==> src/rtl/chunked_negator_if.sv <==
// ---------------------------------------------------------------------------
// chunked_negator_if
// Handshake/data bundle between a producer and the chunked_negator unit.
//   in_valid / in_ready   : operand handshake (producer -> unit)
//   in_data  [WIDTH]      : operand
//   mode     [2]          : 00 pass, 01 negate, 10 abs, 11 one's complement
//   out_valid / out_ready : result handshake (unit -> consumer)
//   out_data [WIDTH]      : result
//   overflow, zero        : result flags, qualified by out_valid
// master = producer/consumer side, slave = the negator unit.
// ---------------------------------------------------------------------------
`timescale 1ns/1ps
interface chunked_negator_if #(
  parameter int WIDTH = 64
);
  logic             in_valid;
  logic             in_ready;
  logic [WIDTH-1:0] in_data;
  logic [1:0]       mode;
  logic             out_valid;
  logic             out_ready;
  logic [WIDTH-1:0] out_data;
  logic             overflow;
  logic             zero;

  modport master (
    output in_valid, in_data, mode, out_ready,
    input  in_ready, out_valid, out_data, overflow, zero
  );

  modport slave (
    input  in_valid, in_data, mode, out_ready,
    output in_ready, out_valid, out_data, overflow, zero
  );
endinterface

==> src/rtl/chunked_negator.sv <==
// ---------------------------------------------------------------------------
// chunked_negator
// Multi-cycle two's-complement negation unit. A WIDTH-bit operand is
// processed CHUNK bits per cycle through a registered ripple carry, giving
// a result NCHUNK = WIDTH/CHUNK edges after the accept edge.
// Modes: pass, negate, absolute value, one's complement.
// Ports:
//   clk     : rising-edge clock
//   reset_n : asynchronous active-low reset
//   bus     : chunked_negator_if.slave (operand/result handshakes + flags)
// ---------------------------------------------------------------------------
`timescale 1ns/1ps
module chunked_negator #(
  parameter int WIDTH = 64,
  parameter int CHUNK = 16
) (
  input  logic              clk,
  input  logic              reset_n,
  chunked_negator_if.slave  bus
);

  localparam int NCHUNK = WIDTH / CHUNK;
  localparam int CW     = (NCHUNK > 1) ? $clog2(NCHUNK) : 1;
  localparam logic [CW-1:0] LAST_CHUNK = CW'(NCHUNK - 1);

  typedef enum logic [1:0] {
    S_IDLE,
    S_RUN,
    S_DONE
  } state_t;

  state_t           r_state;
  state_t           w_next_state;

  logic [WIDTH-1:0] r_op;
  logic [WIDTH-1:0] r_res;
  logic             r_inv;
  logic             r_add1;
  logic             r_carry;
  logic             r_ovf;
  logic             r_zero;
  logic [CW-1:0]    r_chunk;

  logic             w_accept;
  logic             w_release;
  logic             w_last;
  logic             w_inv;
  logic             w_add1;
  logic [31:0]      w_base;
  logic [CHUNK-1:0] w_op_chunk;
  logic [CHUNK:0]   w_sum;
  logic [WIDTH-1:0] w_res;

  // in_ready is gated by reset_n so the unit never advertises readiness
  // while it is being held in reset.
  assign bus.in_ready  = reset_n && (r_state == S_IDLE);
  assign bus.out_valid = (r_state == S_DONE);
  assign bus.out_data  = r_res;
  assign bus.overflow  = r_ovf;
  assign bus.zero      = r_zero;

  assign w_accept  = bus.in_valid && bus.in_ready;
  assign w_release = bus.out_valid && bus.out_ready;
  assign w_last    = (r_chunk == LAST_CHUNK);

  // Mode decode: abs behaves as negate only when the operand is negative.
  assign w_add1 = (bus.mode == 2'b01) ||
                  ((bus.mode == 2'b10) && bus.in_data[WIDTH-1]);
  assign w_inv  = w_add1 || (bus.mode == 2'b11);

  // One chunk of (inv ? ~op : op) + carry; bit CHUNK is the carry-out.
  assign w_base     = 32'(r_chunk) * 32'(CHUNK);
  assign w_op_chunk = r_op[w_base +: CHUNK];
  assign w_sum      = {1'b0, w_op_chunk ^ {CHUNK{r_inv}}} + (CHUNK+1)'(r_carry);

  // Full result with the current chunk merged in; on the last chunk this is
  // the final value the flags are computed from.
  // NOTE: every signal assigned in always_comb gets a default first so no
  // path leaves it unassigned, which would infer a latch.
  always_comb begin
    w_res                   = r_res;
    w_res[w_base +: CHUNK]  = w_sum[CHUNK-1:0];
  end

  always_comb begin
    w_next_state = r_state;
    unique case (r_state)
      S_IDLE:  if (w_accept)  w_next_state = S_RUN;
      S_RUN:   if (w_last)    w_next_state = S_DONE;
      S_DONE:  if (w_release) w_next_state = S_IDLE;
      default:                w_next_state = S_IDLE;
    endcase
  end

  // NOTE: sequential state uses non-blocking assignments so every register
  // samples pre-edge values, independent of statement order.
  always_ff @(posedge clk or negedge reset_n) begin
    if (!reset_n) begin
      r_state <= S_IDLE;
    end else begin
      r_state <= w_next_state;
    end
  end

  always_ff @(posedge clk or negedge reset_n) begin
    if (!reset_n) begin
      r_op    <= '0;
      r_res   <= '0;
      r_inv   <= 1'b0;
      r_add1  <= 1'b0;
      r_carry <= 1'b0;
      r_ovf   <= 1'b0;
      r_zero  <= 1'b0;
      r_chunk <= '0;
    end else if (w_accept) begin
      r_op    <= bus.in_data;
      r_inv   <= w_inv;
      r_add1  <= w_add1;
      r_carry <= w_add1;
      r_chunk <= '0;
    end else if (r_state == S_RUN) begin
      r_res   <= w_res;
      r_carry <= w_sum[CHUNK];
      if (w_last) begin
        // Only negate/abs of the most-negative value can overflow: the
        // result's sign matches the operand's sign although it was negated.
        r_ovf  <= r_add1 && r_op[WIDTH-1] && w_res[WIDTH-1];
        r_zero <= (w_res == '0);
      end else begin
        r_chunk <= r_chunk + CW'(1);
      end
    end
  end

endmodule

==> src/flat_wrapper.sv <==
// flat-port wrapper written by rule: the top's interface ports become plain ports
module chunked_negator_flat 
#(
  parameter int WIDTH = 64,
  parameter int CHUNK = 16
)
  (clk, reset_n, bus_in_valid, bus_in_data, bus_mode, bus_out_ready, bus_in_ready, bus_out_valid, bus_out_data, bus_overflow, bus_zero);
  chunked_negator_if #(.WIDTH(WIDTH)) bus_i ();
  input  logic clk;
  input  logic reset_n;
  input wire logic [$bits(bus_i.in_valid)-1:0] bus_in_valid;
  input wire logic [$bits(bus_i.in_data)-1:0] bus_in_data;
  input wire logic [$bits(bus_i.mode)-1:0] bus_mode;
  input wire logic [$bits(bus_i.out_ready)-1:0] bus_out_ready;
  output wire logic [$bits(bus_i.in_ready)-1:0] bus_in_ready;
  output wire logic [$bits(bus_i.out_valid)-1:0] bus_out_valid;
  output wire logic [$bits(bus_i.out_data)-1:0] bus_out_data;
  output wire logic [$bits(bus_i.overflow)-1:0] bus_overflow;
  output wire logic [$bits(bus_i.zero)-1:0] bus_zero;
  assign bus_i.in_valid = bus_in_valid;
  assign bus_i.in_data = bus_in_data;
  assign bus_i.mode = bus_mode;
  assign bus_i.out_ready = bus_out_ready;
  assign bus_in_ready = bus_i.in_ready;
  assign bus_out_valid = bus_i.out_valid;
  assign bus_out_data = bus_i.out_data;
  assign bus_overflow = bus_i.overflow;
  assign bus_zero = bus_i.zero;
  chunked_negator #(.WIDTH(WIDTH), .CHUNK(CHUNK)) u_core (.clk(clk), .reset_n(reset_n), .bus(bus_i));
endmodule
==> config.mk <==
export PLATFORM = sky130hd
export DESIGN_NAME = chunked_negator_flat
export DESIGN_NICKNAME = d
export VERILOG_FILES = /design/src/rtl/chunked_negator_if.sv /design/src/rtl/chunked_negator.sv /design/src/flat_wrapper.sv
export SDC_FILE = /design/constraint.sdc
export NUM_CORES = 1
export LEC_CHECK = 0
export CAP_MARGIN = 5
export CORE_MARGIN = 3
export CORE_UTILIZATION = 52
export DETAILED_ROUTE_END_ITERATION = 6
export PLACE_DENSITY = 0.8
export SYNTH_ARGS = -nofsm -noshare
export SYNTH_HDL_FRONTEND = slang
export SYNTH_SLANG_ARGS = --single-unit
==> constraint.sdc <==
create_clock -name clk -period 5.4 [get_ports clk]
set_clock_uncertainty 0.2 [all_clocks]
set_input_delay 1.35 -clock clk [delete_from_list [all_inputs] [get_ports clk]]
set_output_delay 1.35 -clock clk [all_outputs]
set_load 0.005 [all_outputs]
=== Yosys cells after proc, flatten, opt, wreduce, memory -nomap -nowiden ===
Index checks and enable logic that the tools add are counted.

* Mux-type cells: 10
* Eq/ne operators: 10
* Add/sub/neg operators: 3
* Shift-type cells: 3
* Bitwise gates (word level): 2
* Reduce and logical (&&, ||, !) cells: 15

{| class="wikitable"
|+ Operators by type and width
! kind !! count
|-
| $bwmux W64 || 1
|-
| $logic_not A64 Y1 || 1
|-
| $shift A16 B34 Y64 const A || 1
|-
| $shiftx A16 B34 Y64 || 1
|-
| $shiftx A64 B7 Y16 || 1
|-
| $neg A6 Y34 || 1
|-
| $add A16 B1 Y17 || 1
|-
| $xor A16 B16 Y16 || 1
|-
| $mux W2 || 6
|-
| $eq A2 B2 Y1 const B || 4
|-
| $logic_and A1 B1 Y1 || 6
|-
| $ne A2 B1 Y1 const B || 3
|-
| $pmux W2 S3 || 1
|-
| $reduce_and A3 Y1 || 2
|-
| $eq A2 B1 Y1 const B || 2
|-
| $reduce_and A2 Y1 || 2
|-
| $add A2 B1 Y2 const B || 1
|-
| $logic_not A2 Y1 || 1
|-
| $logic_or A1 B1 Y1 || 2
|-
| $mux W1 || 2
|-
| $ne A2 B2 Y1 const B || 1
|-
| $reduce_bool A2 Y1 || 1
|-
| $not A1 Y1 || 1
|}

* Register bits after elaboration: 137
* Word-level logic and storage cells: 52
* Bits of input ports: 70

=== Logic depth before layout (Yosys ltp) ===
* Depth after elaboration: 6
* Gate-level depth with buffers: 16

=== Worst setup path after synthesis ===
OpenSTA, ideal clock, no wires.

* Path kind: register -> register
* From: reg u_core.r_chunk[0]
* To: reg u_core.r_zero, in the netlist u_core.bus.zero
* Clock period less this slack: 4297 ps
* Required time: 5096 ps
* Data arrival time: 3993 ps
* Path buffers: 4
* Cell stages (with the launch flop): 17
* Setup slack: 1103 ps
* Path through: dfrtp_1 -> buf_6 -> buf_6 -> clkbuf_1 -> buf_2 -> mux4_2 -> xnor2_1 -> ha_1 -> o41a_1 -> nand4_1 -> a21oi_1 -> xnor2_1 -> nand2b_1 -> a222oi_1 -> nor4b_1 -> o2111ai_1 -> o41ai_2

* Longest elaborated chain between the ends: 6
* Elaborated cells on any way between the ends: 10
* Those cells by class: add/sub: 2; eq/ne: 1; shift: 3; mux: 1; bitwise: 1; reduce/logical: 2

{| class="wikitable"
|+ RTL lines
! item !! RTL line !! RTL
|-
| start: declaration || chunked_negator.sv:42 || <nowiki>logic [CW-1:0] r_chunk;</nowiki>
|-
| start signal: assignment || chunked_negator.sv:130 || <nowiki>r_chunk <= r_chunk + CW'(1);</nowiki>
|-
| $shiftx A64 B7 Y16 || chunked_negator.sv:73 || <nowiki>assign w_op_chunk = r_op[w_base +: CHUNK];</nowiki>
|-
| $xor A16 B16 Y16 || chunked_negator.sv:74 || <nowiki>assign w_sum = {1'b0, w_op_chunk ^ {CHUNK{r_inv}}} + (CHUNK+1)'(r_carry);</nowiki>
|-
| $add A16 B1 Y17 || chunked_negator.sv:74 ||
|-
| $shiftx A16 B34 Y64 || chunked_negator.sv:82 || <nowiki>w_res[w_base +: CHUNK] = w_sum[CHUNK-1:0];</nowiki>
|-
| $bwmux W64 || chunked_negator.sv:82 ||
|-
| $logic_not A64 Y1 || chunked_negator.sv:128 || <nowiki>r_zero <= (w_res == '0);</nowiki>
|-
| end signal: assignment || chunked_negator.sv:128 ||
|-
| end: declaration || chunked_negator.sv:41 || <nowiki>logic r_zero;</nowiki>
|}

Several ways; a longest one is shown, not always the timed one.
A chain may end at the register's enable or synchronous reset.

=== Worst setup path after layout ===
Same ends and word-level chain as after synthesis.

==> out/summary.txt <==
Sequential share of the synthesized area: 48.38%
Die Area: 15060 um^2
Synthesized area per cell: 11.21 um^2
Syn nets: 710
Clock Tree Root: clkbuf_16
# rows: 42
Worst hold start: u_core.bus.overflow
Top cell type's share of synthesized area: 48.38%
Initial antenna violation count: 0
DRC: 0
RSZ-0062 raised after global routing: no
Static leakage: 3.776 nW
DP Wirelength: 15140 um
Total number of vias: 5863
Resized Gates After CTS: 0
Worst path slowest cell: mux4_2
Post-synthesis mux area share: 16.72%
CTS H-Tree Depth: 4
Sw frac: 43.28%
Cell Pwr Density: 694.0 nW/um^2
Worst-Margin Slew: 1.065 ns
# Max-Cap Violations: 0
Complex-gate fraction of the synthesized area: 13.46%
Ys async rst share: 100.0%
Layout cells sized above 1: 18.49%
Largest net degree at the start of global routing: 82
Cell family with most CP delay: compound AO/OA/AOI/OAI gates
DR WL/cell: 21.47 um
Yosys top cell by area: dfrtp_1
P&R area growth vs syn: 30.11%
Crit path buf inv count: 0
Combinational share of power: 52.3%
Most frequent cell after synthesis: dfrtp_1
Number of flops mapped to enable cells by yosys: 0
Synth Flop Type: dfrtp_1
Die Ht: 122.7 um
Initial Util: 53.29%
Gpl congestion: 0.9162
Synth Register Bits: 137
Kind of end point of the critical path: register
Hold-fix buffers, CTS: 0
ANT nets after route: 0
Req. time, crit path: 5.51 ns
Synth unique cells: 69
Longest Clk Path Bufs: 2
Adder-cell share of the synthesized area: 1.413%
Latest clock arrival within the worst-skew pair: 0.43 ns
Outcome: completed
Psw: 0.002769 W
Final net count: 849
Relative max-transition margin: 28.46%
CTS Buf Count: 17
Max incr delay on CP: 0.55 ns
Hold depth: 2
Post-synthesis cell count: 632
R2r endpoint: u_core.bus.zero
Detailed Route WL: 20610 um
Final global-route overflow total: 0
Final instance area: 9219 um^2
Post-Syn Area: 7086 um^2
Tot GR Track Use: 28.33%
Setup CP Type: reg -> reg
Post-Synth XOR/XNOR Area: 3.355%
Worst IR drop on VDD: 0.3236 mV
Footprint of the multi-input gates: 3485 um^2
First drt pass iteration count: 5
Worst-path fanout max: 12
IO buf count: 137
Flop pwr share: 29.8%
Core area: 13300 um^2
Top cells by area, synth: dfrtp_1 (48%), mux2_2 (10%), mux4_2 (5.1%)
Vias in the first global route: 5983
Max-slew violations: 0
Chip Width: 122.7 um
Reg2Reg Depth: 12
Area occupied by registers: 3430 um^2
YS warnings: 0
Final critical-path required period: 4.278 ns
Diodes inserted: 0
Simple-Gate Fraction of Synth Area: 14.22%
First-pass GRT wire length: 32570 um
Internal power: 0.003629 W
# setup viols final: 0
Critical path arrival: 4.39 ns
# clock sinks: 137
Vias per inst: 6.107
Reg2Reg Launch Point: u_core.r_chunk[0]
Clock Power Share: 17.9%
Total Power: 0.006398 W
Number of setup buffers added after CTS: 0
HP Class: reg -> reg
Critical path cell sequence: mux4_2 -> xnor2_1 -> ha_1 -> o41a_1 -> nand4_1 -> a21oi_1 -> xnor2_1 -> nand2b_1 -> a222oi_1 -> nor4b_1 -> o2111ai_1 -> o41ai_2
Final TNS setup: 0 ns
CTS tree: yes
Period utilization: 79.22%
Largest family of logic cells by synthesized area: multiplexers
Worst hold endpoint: u_core.bus.overflow
Worst reg2reg setup slack: 1.12 ns
Fmax: 233.7 MHz
Fin. Hold Viols: 0
Reg clk slew, reported paths: 0.06 ns
Setup crit start kind: register
Initial DRC Count: 465
Synth top cells by count: dfrtp_1 (137), nand2_1 (69), mux2_2 (66)
Number of fill cells in the layout: 988
# IOs: 138
DP Area: 8638 um^2
Most frequent CP cell: xnor2_1
kinds of logic after synthesis:
family                     after synthesis
and+or+nand+nor                        199
DFF                                    137
AOI/OAI and AO/OA                      134
muxes                                   90
buffers and inverters                   39
xor gates and xnor gates                25
adders and majority gates                8
metrics by stage:
stage	setup slack [ns]	instances	hold WS, ns	utilization [%]
floorplan	1.103	632	0.2666	-
global placement	1.295	928	0.2769	64.97
detailed placement	1.209	928	0.2919	64.97
CTS	1.196	960	0.3055	69.34
global route	0.8543	960	0.3185	69.34
finish	1.122	960	0.3062	69.34
state kept, by name, indices dropped and copies added (netlist names):
signal,count
u_core.r_chunk,2
u_core.r_add1,1
u_core.r_state,2
u_core.bus.zero,1
u_core.r_op,64
u_core.bus.out_data,64
u_core.r_carry,1
u_core.r_inv,1
u_core.bus.overflow,1
final cells by class:
type | count | area share (%)
Multi-Input combinational cell | 456 | 37.80
Sequential cell | 137 | 37.20
Clock buffer | 17 | 4.615
Tap cell | 176 | 2.389
Clock inverter | 15 | 1.683
Timing Repair Buffer | 150 | 15.95
Inverter | 9 | 0.3664
power groups by stage:
| stage | clock network [W] | registers [W] | logic (W) |
|---|---|---|---|
| final | 0.00115 | 0.00191 | 0.00334 |
| after global routing | 0.00122 | 0.00196 | 0.00360 |
| after CTS | 0.00116 | 0.00190 | 0.00334 |
| after detailed placement | 0 | 0.00191 | 0.00331 |
| after global placement | 0 | 0.00188 | 0.00326 |
| after floorplan | 0 | 0.00176 | 0.00209 |
worst reg2reg max path: stages, from the launching register on:
cell       delay, ns
dfrtp_2         0.51
mux4_2          0.55
xnor2_1         0.21
ha_1            0.34
o41a_1          0.19
nand4_1         0.10
a21oi_1         0.48
xnor2_1         0.34
nand2b_1        0.17
a222oi_1        0.30
nor4b_1         0.32
o2111ai_1       0.21
o41ai_2         0.24
placed cells by master, fill, tap and decap left out, types with 16 or more instances in the layout:
cell type | Yosys | layout
mux2_2 | 66 | 66
dfrtp_1 | 137 | 136
clkbuf_16 | 0 | 17
nor2_1 | 35 | 35
a22o_1 | 28 | 28
clkdlybuf4s50_1 | 0 | 136
mux4_2 | 16 | 16
xnor2_1 | 17 | 17
o21ai_0 | 44 | 44
nand2_1 | 69 | 69
worst max-delay path by stage:
stage	start	end	depth (start not counted)
finish	u_core.r_chunk[0]	u_core.bus.zero	12
global route	u_core.r_chunk[1]	u_core.bus.zero	12
CTS	u_core.r_chunk[0]	u_core.bus.zero	12
detailed placement	u_core.r_chunk[0]	u_core.bus.zero	12
global placement	u_core.r_chunk[1]	u_core.bus.zero	12
floorplan	u_core.r_chunk[0]	u_core.bus.zero	16
per-layer routing:
metal	GRT usage (%)	vias up	share of wire (%)
li1	-	2635	-
met1	36.80	2919	41
met2	48.21	265	50
met3	4.055	44	5.4
met4	10.78	0	2.8
met5	0	-	0
No activity file was read; power rests on OpenSTA's default activity.
